==> src/rtl/alu_seq_pkg.sv <==
// Shared types and constants for the ALU command sequencer.
package alu_seq_pkg;

    localparam int unsigned FUNC_W = 3;
    localparam int unsigned OPND_W = 4;
    localparam int unsigned ACC_W  = 8;
    localparam int unsigned CMD_W  = FUNC_W + OPND_W;

    localparam logic [FUNC_W-1:0] FN_INC   = 3'b111;
    localparam logic [FUNC_W-1:0] FN_ADD5  = 3'b110;
    localparam logic [FUNC_W-1:0] FN_ADD8  = 3'b101;
    localparam logic [FUNC_W-1:0] FN_XOROR = 3'b100;
    localparam logic [FUNC_W-1:0] FN_ROR   = 3'b011;
    localparam logic [FUNC_W-1:0] FN_SHL   = 3'b010;
    localparam logic [FUNC_W-1:0] FN_SHR   = 3'b001;
    localparam logic [FUNC_W-1:0] FN_MUL   = 3'b000;

    typedef enum logic [1:0] {
        ST_IDLE = 2'd0,
        ST_EXEC = 2'd1,
        ST_MUL  = 2'd2
    } state_t;

    typedef struct packed {
        logic [FUNC_W-1:0] func;
        logic [OPND_W-1:0] a;
    } cmd_t;

endpackage

==> src/rtl/alu_seq_fifo.sv <==
// Synchronous command FIFO with occupancy count; head is read combinationally.
module alu_seq_fifo
    import alu_seq_pkg::*;
#(
    parameter int unsigned DEPTH = 4
)
(
    input  logic                   clk,
    input  logic                   reset_n,
    input  logic                   push,
    input  cmd_t                   din,
    input  logic                   pop,
    output cmd_t                   dout,
    output logic                   full,
    output logic                   empty,
    output logic [$clog2(DEPTH):0] count
);

    localparam int unsigned PTR_W = $clog2(DEPTH);
    localparam int unsigned CNT_W = PTR_W + 1;

    cmd_t             mem [DEPTH];
    logic [PTR_W-1:0] wr_ptr;
    logic [PTR_W-1:0] rd_ptr;
    logic             do_push;
    logic             do_pop;

    assign full    = (count == CNT_W'(DEPTH));
    assign empty   = (count == '0);
    assign do_push = push & ~full;
    assign do_pop  = pop & ~empty;
    assign dout    = mem[rd_ptr];

    always_ff @(posedge clk) begin
        if (!reset_n) begin
            wr_ptr <= '0;
            rd_ptr <= '0;
            count  <= '0;
        end else begin
            if (do_push) wr_ptr <= wr_ptr + PTR_W'(1);
            if (do_pop)  rd_ptr <= rd_ptr + PTR_W'(1);
            case ({do_push, do_pop})
                2'b10:   count <= count + CNT_W'(1);
                2'b01:   count <= count - CNT_W'(1);
                default: count <= count;
            endcase
        end
    end

    // Storage carries no reset; only pointers define validity.
    always_ff @(posedge clk) begin
        if (do_push) mem[wr_ptr] <= din;
    end

endmodule

==> src/rtl/alu_op_sequencer.sv <==
// Queues {func, A} ALU commands and executes them in order against an 8-bit accumulator (B = acc[3:0]).
// Build option: define ALU_SEQ_MULT_SERIAL_EN for a 4-cycle shift-add multiply instead of a combinational one.
module alu_op_sequencer
    import alu_seq_pkg::*;
#(
    parameter int unsigned FIFO_DEPTH = 4
)
(
    input  logic                        clk,
    input  logic                        reset_n,
    input  logic                        cmd_valid,
    output logic                        cmd_ready,
    input  logic [2:0]                  cmd_func,
    input  logic [3:0]                  cmd_a,
    output logic [7:0]                  acc_out,
    output logic                        done,
    output logic                        busy,
    output logic [$clog2(FIFO_DEPTH):0] fifo_count
);

    state_t            state;
    cmd_t              cmd_in;
    cmd_t              head;
    logic              full;
    logic              empty;
    logic              push;
    logic              pop;
    logic [FUNC_W-1:0] op_func;
    logic [OPND_W-1:0] op_a;
    logic [OPND_W-1:0] op_b;
    logic [ACC_W-1:0]  result;
    logic [OPND_W-1:0] shl4;
    logic [OPND_W-1:0] shr4;
    logic [OPND_W:0]   sum5;

`ifdef ALU_SEQ_MULT_SERIAL_EN
    logic [ACC_W-1:0]  prod;
    logic [1:0]        cnt;
    logic [ACC_W-1:0]  mul_term;
`endif

    assign cmd_in    = '{func: cmd_func, a: cmd_a};
    assign push      = cmd_valid & ~full;
    assign pop       = (state == ST_IDLE) & ~empty;
    assign cmd_ready = ~full;
    assign busy      = (state != ST_IDLE) | ~empty;

    alu_seq_fifo #(
        .DEPTH (FIFO_DEPTH)
    ) u_fifo (
        .clk     (clk),
        .reset_n (reset_n),
        .push    (push),
        .din     (cmd_in),
        .pop     (pop),
        .dout    (head),
        .full    (full),
        .empty   (empty),
        .count   (fifo_count)
    );

    // ALU result mux; narrow results are zero-extended to the accumulator width.
    always_comb begin
        result = '0;
        sum5   = {1'b0, op_a} + {1'b0, op_b};
        shl4   = op_b << op_a[1:0];
        shr4   = op_b >> op_a[1:0];
        case (op_func)
            FN_INC:          result = {4'd0, op_a} + ACC_W'(1);
            FN_ADD5,
            FN_ADD8:         result = ACC_W'(sum5);
            FN_XOROR:        result = {op_a ^ op_b, op_a | op_b};
            FN_ROR:          result = ACC_W'(|{op_a, op_b});
            FN_SHL:          result = (op_a[3:2] != 2'b00) ? '0 : {4'd0, shl4};
            FN_SHR:          result = (op_a[3:2] != 2'b00) ? '0 : {4'd0, shr4};
`ifdef ALU_SEQ_MULT_SERIAL_EN
            FN_MUL:          result = '0;
`else
            FN_MUL:          result = ACC_W'(op_a) * ACC_W'(op_b);
`endif
            default:         result = '0;
        endcase
    end

`ifdef ALU_SEQ_MULT_SERIAL_EN
    // One partial product per MUL cycle, selected by bit cnt of A.
    always_comb begin
        mul_term = '0;
        if (op_a[cnt]) mul_term = ACC_W'(op_b) << cnt;
    end
`endif

    // Issue/execute FSM; done is a one-cycle pulse after each accumulator write.
    always_ff @(posedge clk) begin
        if (!reset_n) begin
            state   <= ST_IDLE;
            acc_out <= '0;
            done    <= 1'b0;
            op_func <= '0;
            op_a    <= '0;
            op_b    <= '0;
`ifdef ALU_SEQ_MULT_SERIAL_EN
            prod    <= '0;
            cnt     <= '0;
`endif
        end else begin
            done <= 1'b0;
            case (state)
                ST_IDLE: begin
                    if (!empty) begin
                        op_func <= head.func;
                        op_a    <= head.a;
                        op_b    <= acc_out[3:0];
                        state   <= ST_EXEC;
                    end
                end
                ST_EXEC: begin
`ifdef ALU_SEQ_MULT_SERIAL_EN
                    if (op_func == FN_MUL) begin
                        prod  <= '0;
                        cnt   <= '0;
                        state <= ST_MUL;
                    end else
`endif
                    begin
                        acc_out <= result;
                        done    <= 1'b1;
                        state   <= ST_IDLE;
                    end
                end
`ifdef ALU_SEQ_MULT_SERIAL_EN
                ST_MUL: begin
                    if (cnt == 2'd3) begin
                        acc_out <= prod + mul_term;
                        done    <= 1'b1;
                        state   <= ST_IDLE;
                    end else begin
                        prod <= prod + mul_term;
                        cnt  <= cnt + 2'd1;
                    end
                end
`endif
                default: state <= ST_IDLE;
            endcase
        end
    end

endmodule

==> config.mk <==
export PLATFORM = sky130hd
export DESIGN_NAME = alu_op_sequencer
export DESIGN_NICKNAME = d
export VERILOG_FILES = /design/src/rtl/alu_seq_pkg.sv /design/src/rtl/alu_seq_fifo.sv /design/src/rtl/alu_op_sequencer.sv
export SDC_FILE = /design/constraint.sdc
export NUM_CORES = 1
export LEC_CHECK = 0
export ABC_AREA = 0
export ABC_CLOCK_PERIOD_IN_PS = 8440
export CORE_UTILIZATION = 45
export CTS_BUF_LIST = sky130_fd_sc_hd__clkbuf_4 sky130_fd_sc_hd__clkbuf_8 sky130_fd_sc_hd__clkbuf_16
export DETAILED_ROUTE_END_ITERATION = 8
export GPL_TIMING_DRIVEN = 0
export PLACE_DENSITY = 0.6
export SLEW_MARGIN = 20
export SYNTH_ARGS = -nofsm -noshare
export SYNTH_HDL_FRONTEND = slang
export SYNTH_SLANG_ARGS = --single-unit
==> constraint.sdc <==
create_clock -name clk -period 8.44 [get_ports clk]
set_input_delay 0.844 -clock clk [delete_from_list [all_inputs] [get_ports clk]]
set_output_delay 0.844 -clock clk [all_outputs]
set_load 0.05 [all_outputs]
==> run summary <==
Total of flip-flops plus latches after synthesis: 56
Sequential fraction of the synthesis area: 44.0%
Number of hold-repair buffers added at the cts stage: 0
Reg-to-reg startpoint: op_a[0]
X dimension of the die: 86.2 microns
Mean number of vias per cell: 5.25
Peak VDD IR: 0.119 mV
Outcome: finished, final reports clean
Cell at the root of the clock tree: sky130_fd_sc_hd__clkbuf_8
Flop2flop setup slack: 5.28 ns
Count of endpoints failing hold in the final timing report: 0
Post-synth EDFFs: 28
Number of distinct library cells after synthesis: 45
Clock buffers created by TritonCTS: 5
Placer Congestion: 0.868
Final-layout fill cell count: 630
Share of synthesized registers carrying an async set or reset: 0%
Post-CTS Repair Setup Buffers: 0
Library cell occupying the most area in the post-synthesis netlist: sky130_fd_sc_hd__edfxtp_1
Placeable core area: 0.00683 sq mm
Max-cap check violation count: 0
Number of vias in the routed layout: 2278
Count of instances resized after the clock tree is built: 0
CP max FO: 10
Final-report max-slew violation count: 0
Clock skew after layout: 0.00981 ns
Data required time at the worst endpoint: 8.65 ns
Maximum clock insertion buffer count: 2
CTS tree: yes
Setup repair after global routing missed its margin: no
Pin count of the biggest net entering global routing: 20
Critical Path Start Type: flop
Global Route Usage Sum: 19.2%
Reg2Reg Depth: 9
Leakage power summed over all cells: 1.45 nW
Total of warnings raised by yosys: 0
Post-synthesis cell count: 307
Aggregate routed wire length: 6610 microns
Area of all placed cells without fillers: 0.00363 sq mm
Clock input transition at the sequential cells of the worst setup and hold paths: 0.11 ns
Crit path DAT: 3.38 ns
Worst setup EP type: flop
Net Count, Synth: 353
First-pass GRT wire length: 10800 microns
Slew at the pin closest to its max-slew limit: 0.607 ns
Initial drt markers: 113
Cell depth of the worst hold path: 2
Nets: 383
Fraction of final layout cells sized beyond drive strength 1: 7.99%
Startpoint of the tightest hold check path: acc_out[5]
Final-layout setup total negative slack: 0 ns
Max-slew headroom at the worst pin: 59.1%
Synth top area share: 26.4%
Final min period: 3.16 ns
Worst R2R End: acc_out[4]
Area of the die: 0.00743 sq mm
Cell with the most instances after synthesis: sky130_fd_sc_hd__nand2_1
Synth top area cells: sky130_fd_sc_hd__edfxtp_1 26%, sky130_fd_sc_hd__dfxtp_1 18%, sky130_fd_sc_hd__ha_1 12%
Dominant register cell in the synthesized netlist: sky130_fd_sc_hd__edfxtp_1
Hpwl dp: 4940 microns
Post-synthesis instance area: 0.00319 sq mm
Leading cell types by count after synthesis: 43 x sky130_fd_sc_hd__nand2_1, 30 x sky130_fd_sc_hd__ha_1, 28 x sky130_fd_sc_hd__dfxtp_1, 28 x sky130_fd_sc_hd__edfxtp_1, 27 x sky130_fd_sc_hd__inv_1
Clk sinks: 56
Crit Path Class: flop to flop
Site row count: 30
Number of nets still failing antenna checks after routing: 0
Number of antenna diodes: 0
Detailed-routing iteration count for the pre-antenna-repair pass: 4
Final number of setup-violating endpoints: 0
Number of remaining DRC errors: 0
Placed cell area: 0.00354 sq mm
Worst min-delay path class: flop to flop
H-tree levels: 2
Growth of design area from synthesis to finish: 14.0%
Top-level port count: 24
Period Utilization, post-route: 37.5%
Clock network latency to the later pin of the worst-skew pair: 0.31 ns
Maximum clock rate: 0.316 GHz
Initial core utilization: 46.7%
Number of global-route vias before repair: 2207
Gr ovfl total: 0
Worst hold endpoint: acc_out[5]
Routed WL per cell: 15.2 microns
Vertical die dimension: 86.2 microns
Multi-input gate area: 0.00162 sq mm
Post-Syn Area per Cell: 10.4 sq um
Pwr/cell area: 251 mW/mm^2
Number of input and output port buffers inserted: 23
Number of antenna violations at the first check in global routing: 0
Sequential cell area: 0.00140 sq mm
==> state kept, by name, indices dropped and copies added, names as in the netlist <==
signal / cells
op_func: 3
u_fifo.mem: 28
op_b: 4
acc_out: 8
op_a: 4
done: 1
u_fifo.rd_ptr: 2
u_fifo.count: 3
u_fifo.wr_ptr: 2
state: 1
==> worst max-delay path by stage <==
stage,cells past startpoint,slack (ns),from,to
floorplan,9,5.46,u_fifo.count[2],u_fifo.count[2]
global placement,9,5.32,op_a[0],acc_out[4]
detailed placement,10,5.33,op_a[1],acc_out[4]
CTS,10,5.31,op_a[1],acc_out[4]
global route,9,5.13,op_a[0],acc_out[4]
finish,9,5.28,op_a[0],acc_out[4]
==> cells in the final DEF, fill, tap and decap left out, types with 3 or more instances in the layout <==
cell and n:
sky130_fd_sc_hd__and2_1 9, sky130_fd_sc_hd__and3_1 5, sky130_fd_sc_hd__a32oi_1 3, sky130_fd_sc_hd__xor2_1 5, sky130_fd_sc_hd__inv_1 27, sky130_fd_sc_hd__xnor2_1 5
sky130_fd_sc_hd__nand3_1 5, sky130_fd_sc_hd__o21ai_0 9, sky130_fd_sc_hd__fa_1 6, sky130_fd_sc_hd__clkbuf_8 5, sky130_fd_sc_hd__buf_2 6, sky130_fd_sc_hd__nand2b_1 3
sky130_fd_sc_hd__edfxtp_1 28, sky130_fd_sc_hd__ha_1 30, sky130_fd_sc_hd__nor3_1 3, sky130_fd_sc_hd__nand2_1 43, sky130_fd_sc_hd__a21o_1 4, sky130_fd_sc_hd__mux4_2 7
sky130_fd_sc_hd__o31ai_1 3, sky130_fd_sc_hd__nor2_1 15, sky130_fd_sc_hd__clkdlybuf4s50_1 23, sky130_fd_sc_hd__clkbuf_1 4, sky130_fd_sc_hd__a21oi_1 17, sky130_fd_sc_hd__a21boi_1 6
sky130_fd_sc_hd__a21boi_0 7, sky130_fd_sc_hd__dfxtp_1 28
==> cell type report <==
class / count / share of cell area [%]
multi-input combinational: 211 / 44.5
sequential: 56 / 38.6
timing repair buffer: 23 / 6.33
tap: 96 / 3.30
inverter: 28 / 2.89
clock buffer: 5 / 1.89
buffer: 12 / 1.76
clock inverter: 3 / 0.757
==> power by group <==
| group | internal, mW | leakage [nW] | total [mW] | switching, mW |
|---|---|---|---|---|
| sequential | 0.331 | 0.485 | 0.373 | 0.0418 |
| clock | 0.0612 | 0.0463 | 0.158 | 0.0967 |
| combinational | 0.145 | 0.921 | 0.379 | 0.235 |
| total | 0.537 | 1.45 | 0.911 | 0.373 |
==> logic make-up (layout without fill, tap and decap cells) <==
logic type               after synthesis  after routing  synth area share, %
AND/OR/NAND/NOR                       93             93                 13.7
AO/OA/AOI/OAI                         63             63                 13.2
flip-flops                            56             56                 44.0
adder cells (fa/ha/maj)               36             36                 15.5
buffers and inverters                 40             71                 5.30
XOR/XNOR                              10             10                 2.75
multiplexers                           9              9                 5.57
==> layer usage <==
metal  global-route usage [%]  part of all wire [%]  vias up
met5                        0                     0        -
met4                     7.73                   2.5        0
met3                     3.43                   3.8       16
met2                     32.5                    47       67
met1                     24.3                    46     1056
li1                         -                     -     1139
==> critical path: stages, from the launching register on <==
cell                      delay [ns]
sky130_fd_sc_hd__dfxtp_1        0.57
sky130_fd_sc_hd__nand2_1        0.18
sky130_fd_sc_hd__fa_1           0.55
sky130_fd_sc_hd__inv_1          0.06
sky130_fd_sc_hd__fa_1           0.57
sky130_fd_sc_hd__inv_1          0.07
sky130_fd_sc_hd__fa_1           0.45
sky130_fd_sc_hd__xor2_1         0.19
sky130_fd_sc_hd__o21ai_0        0.10
sky130_fd_sc_hd__a221o_1        0.32
==> per-stage QoR <==
stage,instances,worst slack [ns],utilization [%],total power [mW],hold slack [ns]
global route,434,5.13,53.2,0.970,0.502
global placement,426,5.32,51.8,0.755,0.453
CTS,434,5.31,53.2,0.916,0.482
finish,434,5.28,53.2,0.911,0.479
detailed placement,426,5.33,51.8,0.758,0.453
floorplan,307,5.46,-,0.649,0.476
Power figures use the tool's default switching activity.
